**config.mk**
```make
export PLATFORM = sky130hd
export DESIGN_NAME = ysyx_25020047_ifq
export DESIGN_NICKNAME = d
export VERILOG_FILES = /design/src/rtl/ysyx_25020047_ifq.sv
export SDC_FILE = /design/constraint.sdc
export NUM_CORES = 1
export LEC_CHECK = 0
export BUFFER_PORTS_ARGS = -buffer_cell sky130_fd_sc_hd__buf_4
export CAP_MARGIN = 40
export CORE_UTILIZATION = 55
export DETAILED_ROUTE_END_ITERATION = 12
export PLACE_DENSITY = 0.76
export SYNTH_ARGS = -nofsm -noshare
export SYNTH_HDL_FRONTEND = slang
export SYNTH_SLANG_ARGS = --single-unit
```
**constraint.sdc**
```tcl
create_clock -name clk -period 4.5 [get_ports clk]
set_input_delay 0.225 -clock clk [delete_from_list [all_inputs] [get_ports clk]]
set_output_delay 0.225 -clock clk [all_outputs]
set_load 0.01 [all_outputs]
```
**src/rtl/ysyx_25020047_ifq.sv**
```systemverilog
// Instruction fetch queue between IFU and IDU: in-order circular buffer of
// (pc, inst, misalign) entries with valid/ready on both sides and a one-cycle flush.
module ysyx_25020047_ifq #(
  parameter int DEPTH = 4
) (
  input  logic                     clk,
  input  logic                     rst,
  input  logic                     flush,
  input  logic                     in_valid,
  output logic                     in_ready,
  input  logic [31:0]              in_pc,
  input  logic [31:0]              in_inst,
  output logic                     out_valid,
  input  logic                     out_ready,
  output logic [31:0]              out_pc,
  output logic [31:0]              out_inst,
  output logic                     out_misalign,
  output logic [$clog2(DEPTH):0]   count
);
  localparam int AW = $clog2(DEPTH);
  localparam int CW = AW + 1;

  logic [AW-1:0] head_q, head_d, tail_q, tail_d;
  logic [CW-1:0] count_q, count_d;
  logic [31:0]   pc_q   [DEPTH];
  logic [31:0]   pc_d   [DEPTH];
  logic [31:0]   inst_q [DEPTH];
  logic [31:0]   inst_d [DEPTH];
  logic          mis_q  [DEPTH];
  logic          mis_d  [DEPTH];
  logic          enq, deq;

  // Ready/valid come from the count register only, so neither side sees a
  // combinational path from the other.
  assign in_ready  = (count_q != CW'(DEPTH)) & ~flush;
  assign out_valid = (count_q != '0) & ~flush;
  assign enq       = in_valid & in_ready;
  assign deq       = out_valid & out_ready;

  assign out_pc       = pc_q[head_q];
  assign out_inst     = inst_q[head_q];
  assign out_misalign = mis_q[head_q];
  assign count        = count_q;

  always_comb begin
    head_d  = head_q;
    tail_d  = tail_q;
    count_d = count_q;
    pc_d    = pc_q;
    inst_d  = inst_q;
    mis_d   = mis_q;
    if (flush) begin
      head_d  = '0;
      tail_d  = '0;
      count_d = '0;
    end else begin
      if (enq) begin
        pc_d[tail_q]   = in_pc;
        inst_d[tail_q] = in_inst;
        mis_d[tail_q]  = |in_pc[1:0];
        tail_d         = tail_q + AW'(1);
      end
      if (deq) head_d = head_q + AW'(1);
      if (enq && !deq)      count_d = count_q + CW'(1);
      else if (deq && !enq) count_d = count_q - CW'(1);
    end
  end

  always_ff @(posedge clk) begin
    if (rst) begin
      head_q  <= '0;
      tail_q  <= '0;
      count_q <= '0;
      for (int i = 0; i < DEPTH; i++) begin
        pc_q[i]   <= '0;
        inst_q[i] <= '0;
        mis_q[i]  <= 1'b0;
      end
    end else begin
      head_q  <= head_d;
      tail_q  <= tail_d;
      count_q <= count_d;
      pc_q    <= pc_d;
      inst_q  <= inst_d;
      mis_q   <= mis_d;
    end
  end
endmodule

```
==> flow_summary.rst <==
.. list-table::
   :header-rows: 1

   * - Metric
     - Value
   * - Result of the run
     - complete, no violations
   * - Number of antenna violations at the first check in global routing
     - 0
   * - Aggregate global routing overflow
     - 0
   * - Length in cells of the worst reg-to-reg path
     - 4
   * - CTS tree
     - yes
   * - Clock latency on the worst-skew pair
     - between 0.5 and 0.6 ns
   * - Final worst clock skew
     - 0.0156 ns
   * - Clock tree buffer depth
     - 3
   * - Buffers inserted by post-CTS timing repair
     - 0
   * - Largest net degree at the start of global routing
     - between 100 and 150
   * - CTS Sinks
     - approximately 270
   * - H-Tree Level Count
     - 1
   * - Source of the worst hold timing path
     - in_pc[28]
   * - Fraction of the cycle the final worst path needs
     - roughly three fifths
   * - Boundary Pins
     - 139
   * - Post-synth ARST share
     - 0%
   * - DRC Markers
     - 0
   * - Routed via count divided by cell count
     - between 5 and 6
   * - Power Dens Cells
     - 359 nW/um2
   * - Hold Path End
     - pc_q[92]
   * - RSZ-0062 raised after global routing
     - false
   * - Clk Tree Root Cell
     - sky130_fd_sc_hd__clkbuf_16
   * - Number of synthesis warnings
     - 0
   * - Gate count after technology mapping
     - roughly 1000
   * - Origin of the critical flop-to-flop path
     - count[0]
   * - Core Region
     - ~22000 um2
   * - Maximum fanout along the worst path
     - 42
   * - Worst slew pin tran
     - slightly below 0.8 ns
   * - Number of cells traversed by the worst hold path
     - 3
   * - Post-detailed-placement half-perimeter wirelength
     - between 15 and 20 mm
   * - Horiz. Die Dim
     - about 150 um
   * - Kind of end point of the critical path
     - primary output
   * - Clock-pin slew on the worst setup and hold paths
     - 0.06 ns
   * - Mean Syn Cell Area
     - between 10 and 15 um2
   * - Register-to-Register Setup Slack
     - ~1.9 ns
   * - Count of antenna diodes in the layout
     - 0
   * - Initial drt markers
     - ~370
   * - Number of setup violations in the final report
     - 0
   * - Number of inserted filler cells in the final layout
     - around 1800
   * - Vias after detailed routing
     - about 7800
   * - Avg WL per Cell
     - between 15 and 20 um
   * - Final Hold Violating Endpoints
     - 0
   * - Initial Utilization
     - a little under three fifths
   * - Setup TNS
     - 0 ns
   * - Maximum clock rate
     - around 0.36 GHz
   * - Top flip-flop cell by instance count after synthesis
     - sky130_fd_sc_hd__dfxtp_1
   * - RR Endpoint
     - inst_q[5]
   * - Area of the die
     - ~23000 um2
   * - Crit Path Class
     - flip-flop to primary output
   * - Worst relative slew slack
     - about half
   * - IO buf count
     - between 100 and 150
   * - Met1 routing resource usage after global routing
     - 30.4%
   * - Data arrival time of the critical path
     - about 2.5 ns
   * - Post-Synthesis Cell Area
     - 12300 um2
   * - Max-capacitance violation count
     - 0
   * - Number of nets produced by synthesis
     - approximately 1100
   * - Number of enable flip-flop cells after synthesis
     - 0
   * - Worst Path Required
     - approximately 4.3 ns
   * - Number of distinct library cell variants in the gate-level netlist after synthesis
     - 31
   * - Overall fraction of global-route tracks in use
     - between 20 and 25%
   * - Top Usage Layer GRT
     - met2
   * - Class of the worst hold path
     - input pin to flip-flop
   * - Fraction of final layout cells with drive strength greater than 1
     - a little under a quarter
   * - Standard-cell rows
     - 54
   * - IR drop worst, VDD
     - 0.000249 V
   * - Area occupied by registers
     - about 5400 um2
   * - Number of iterations in the first detailed-routing pass
     - 4
   * - Number of nets with antenna violations after routing
     - 0
   * - Synth-to-layout area growth
     - 16.5%
   * - Count of hold-fix buffers inserted at cts
     - 0
   * - Cts bufs inserted
     - 29
   * - Final Net Count
     - around 1200
   * - Type of origin of the critical path
     - flip-flop
   * - Synthesized flop and latch total
     - roughly 270
   * - Max Transition Viols Final
     - 0
   * - Met2 routing resource usage after global routing
     - between 30 and 40%
   * - Portion of the post-synthesis area used by sequential elements
     - between 40 and 50%
   * - Via count of the first global-routing pass
     - just under 8000
   * - Post-Route WL
     - 24.8 mm
   * - Global-route wire length before repair
     - 40.2 mm
   * - Leakage
     - about 0.0065 uW
   * - Met3 global-route usage
     - between 4 and 5%
   * - Vert. Die Dim
     - 151 um
   * - Area of the multi-input gates
     - ~6500 um2
   * - Final critical-path required period
     - about 2.8 ns
   * - Final total power
     - 5130 uW
   * - Final Wtd Congestion
     - ~0.7
   * - Number of gates given a new drive strength after cts
     - 0
## report_power, final
| part | switching (uW) | internal, uW |
|---|---|---|
| sequential | 24.6 | 2400 |
| combinational | 183 | 219 |
| clock | 924 | 1380 |
| total | 1130 | 4000 |
## cells in the mapped netlist, types with 2 or more instances
library cell               number  share of area, %
sky130_fd_sc_hd__mux4_2        65                12
sky130_fd_sc_hd__buf_4         11              0.67
sky130_fd_sc_hd__clkbuf_1      39               1.2
sky130_fd_sc_hd__a21oi_1        4              0.16
sky130_fd_sc_hd__or3_1          3              0.15
sky130_fd_sc_hd__buf_2         16              0.65
sky130_fd_sc_hd__dfxtp_1      267                43
sky130_fd_sc_hd__o21ai_0        4              0.16
sky130_fd_sc_hd__and3_4         2              0.18
sky130_fd_sc_hd__nand2b_1     326                17
sky130_fd_sc_hd__ha_1           5              0.51
sky130_fd_sc_hd__mux2i_1      261                21
sky130_fd_sc_hd__inv_1          3             0.092
sky130_fd_sc_hd__xor2_1         2              0.14
sky130_fd_sc_hd__buf_6         16               1.5
sky130_fd_sc_hd__nand3_1        4              0.16
sky130_fd_sc_hd__nor2_1         6              0.18
## worst max path at each step
stage	depth (start not counted)	slack [ns]	end	start
3_5_place_dp	4	1.86	inst_q[16]	count[0]
5_1_grt	3	1.59	out_pc[1]	head_q[1]
2_1_floorplan	9	2.36	count[2]	count[0]
3_3_place_gp	5	1.67	pc_q[122]	flush
6_report	3	1.73	out_pc[1]	head_q[1]
4_1_cts	3	1.67	out_pc[1]	head_q[1]
## cells in the final DEF, fill, tap and decap left out, types with 2 or more instances in the layout
cell	netlist	layout
sky130_fd_sc_hd__nand2b_1	326	326
sky130_fd_sc_hd__dfxtp_1	267	265
sky130_fd_sc_hd__mux2i_1	261	261
sky130_fd_sc_hd__buf_4	11	148
sky130_fd_sc_hd__mux4_2	65	65
sky130_fd_sc_hd__clkbuf_16	0	29
sky130_fd_sc_hd__clkinv_2	0	9
sky130_fd_sc_hd__nor2_1	6	6
sky130_fd_sc_hd__ha_1	5	5
sky130_fd_sc_hd__clkbuf_1	39	5
sky130_fd_sc_hd__o21ai_0	4	4
sky130_fd_sc_hd__a21oi_1	4	4
sky130_fd_sc_hd__nand3_4	0	3
sky130_fd_sc_hd__or3_1	3	3
sky130_fd_sc_hd__inv_1	3	3
sky130_fd_sc_hd__bufinv_16	0	3
sky130_fd_sc_hd__buf_16	0	3
sky130_fd_sc_hd__and3_4	2	2
sky130_fd_sc_hd__xor2_1	2	2
sky130_fd_sc_hd__clkbuf_8	0	2
sky130_fd_sc_hd__clkinvlp_4	0	2
sky130_fd_sc_hd__dfxtp_4	0	2
## flip-flops by register name, summed over array words and instances (netlist names)
| signal | cells |
|---|---|
| tail_q | 2 |
| inst_q | 128 |
| pc_q | 128 |
| head_q | 2 |
| count | 3 |
| mis_q | 4 |
## critical path, stage by stage (launching register included)
cell,delay [ns]
sky130_fd_sc_hd__dfxtp_4,0.84
sky130_fd_sc_hd__buf_4,0.39
sky130_fd_sc_hd__mux4_2,0.57
sky130_fd_sc_hd__buf_4,0.17
## layout make-up
type | count | share of cell area [%]
clock buffer | 36 | 5.39
clock inverter | 14 | 1.05
inverter | 3 | 0.0787
multi-input combinational | 695 | 45.1
sequential | 267 | 37.4
tap | 280 | 2.45
timing repair buffer | 153 | 8.52
## kinds of logic (layout without fill, tap and decap cells)
family                     after synthesis  count (layout)  synth area share, %
AOI/OAI and AO/OA                       10              10                0.448
xor gates and xnor gates                 2               2                0.143
adders and majority gates                6               6                0.672
buffers and inverters                   86             206                 4.24
DFF                                    267             267                 43.5
muxes                                  326             326                 33.2
and+or+nand+nor                        351             351                 17.8
## through the flow
| stage | hold WS, ns | cell area (um2) | worst slack [ns] | utilization, % | instances |
|---|---|---|---|---|---|
| after floorplan | 0.429 | 12300 | 2.36 | - | 1048 |
| after global routing | 0.0425 | 14300 | 1.59 | 65.4 | 1448 |
| final | 0.0305 | 14300 | 1.73 | 65.4 | 1448 |
| after global placement | 0.455 | 13300 | 1.67 | 60.7 | 1393 |
| after detailed placement | 0.461 | 13400 | 1.86 | 61.2 | 1398 |
| after CTS | 0.0256 | 14300 | 1.67 | 65.4 | 1448 |
## layer usage
layer,up-vias,part of all wire [%]
li1,3824,-
met2,127,47
met1,3797,47
met4,0,1.6
met5,-,0
met3,28,4.9
(Power assumes the default switching activity.)
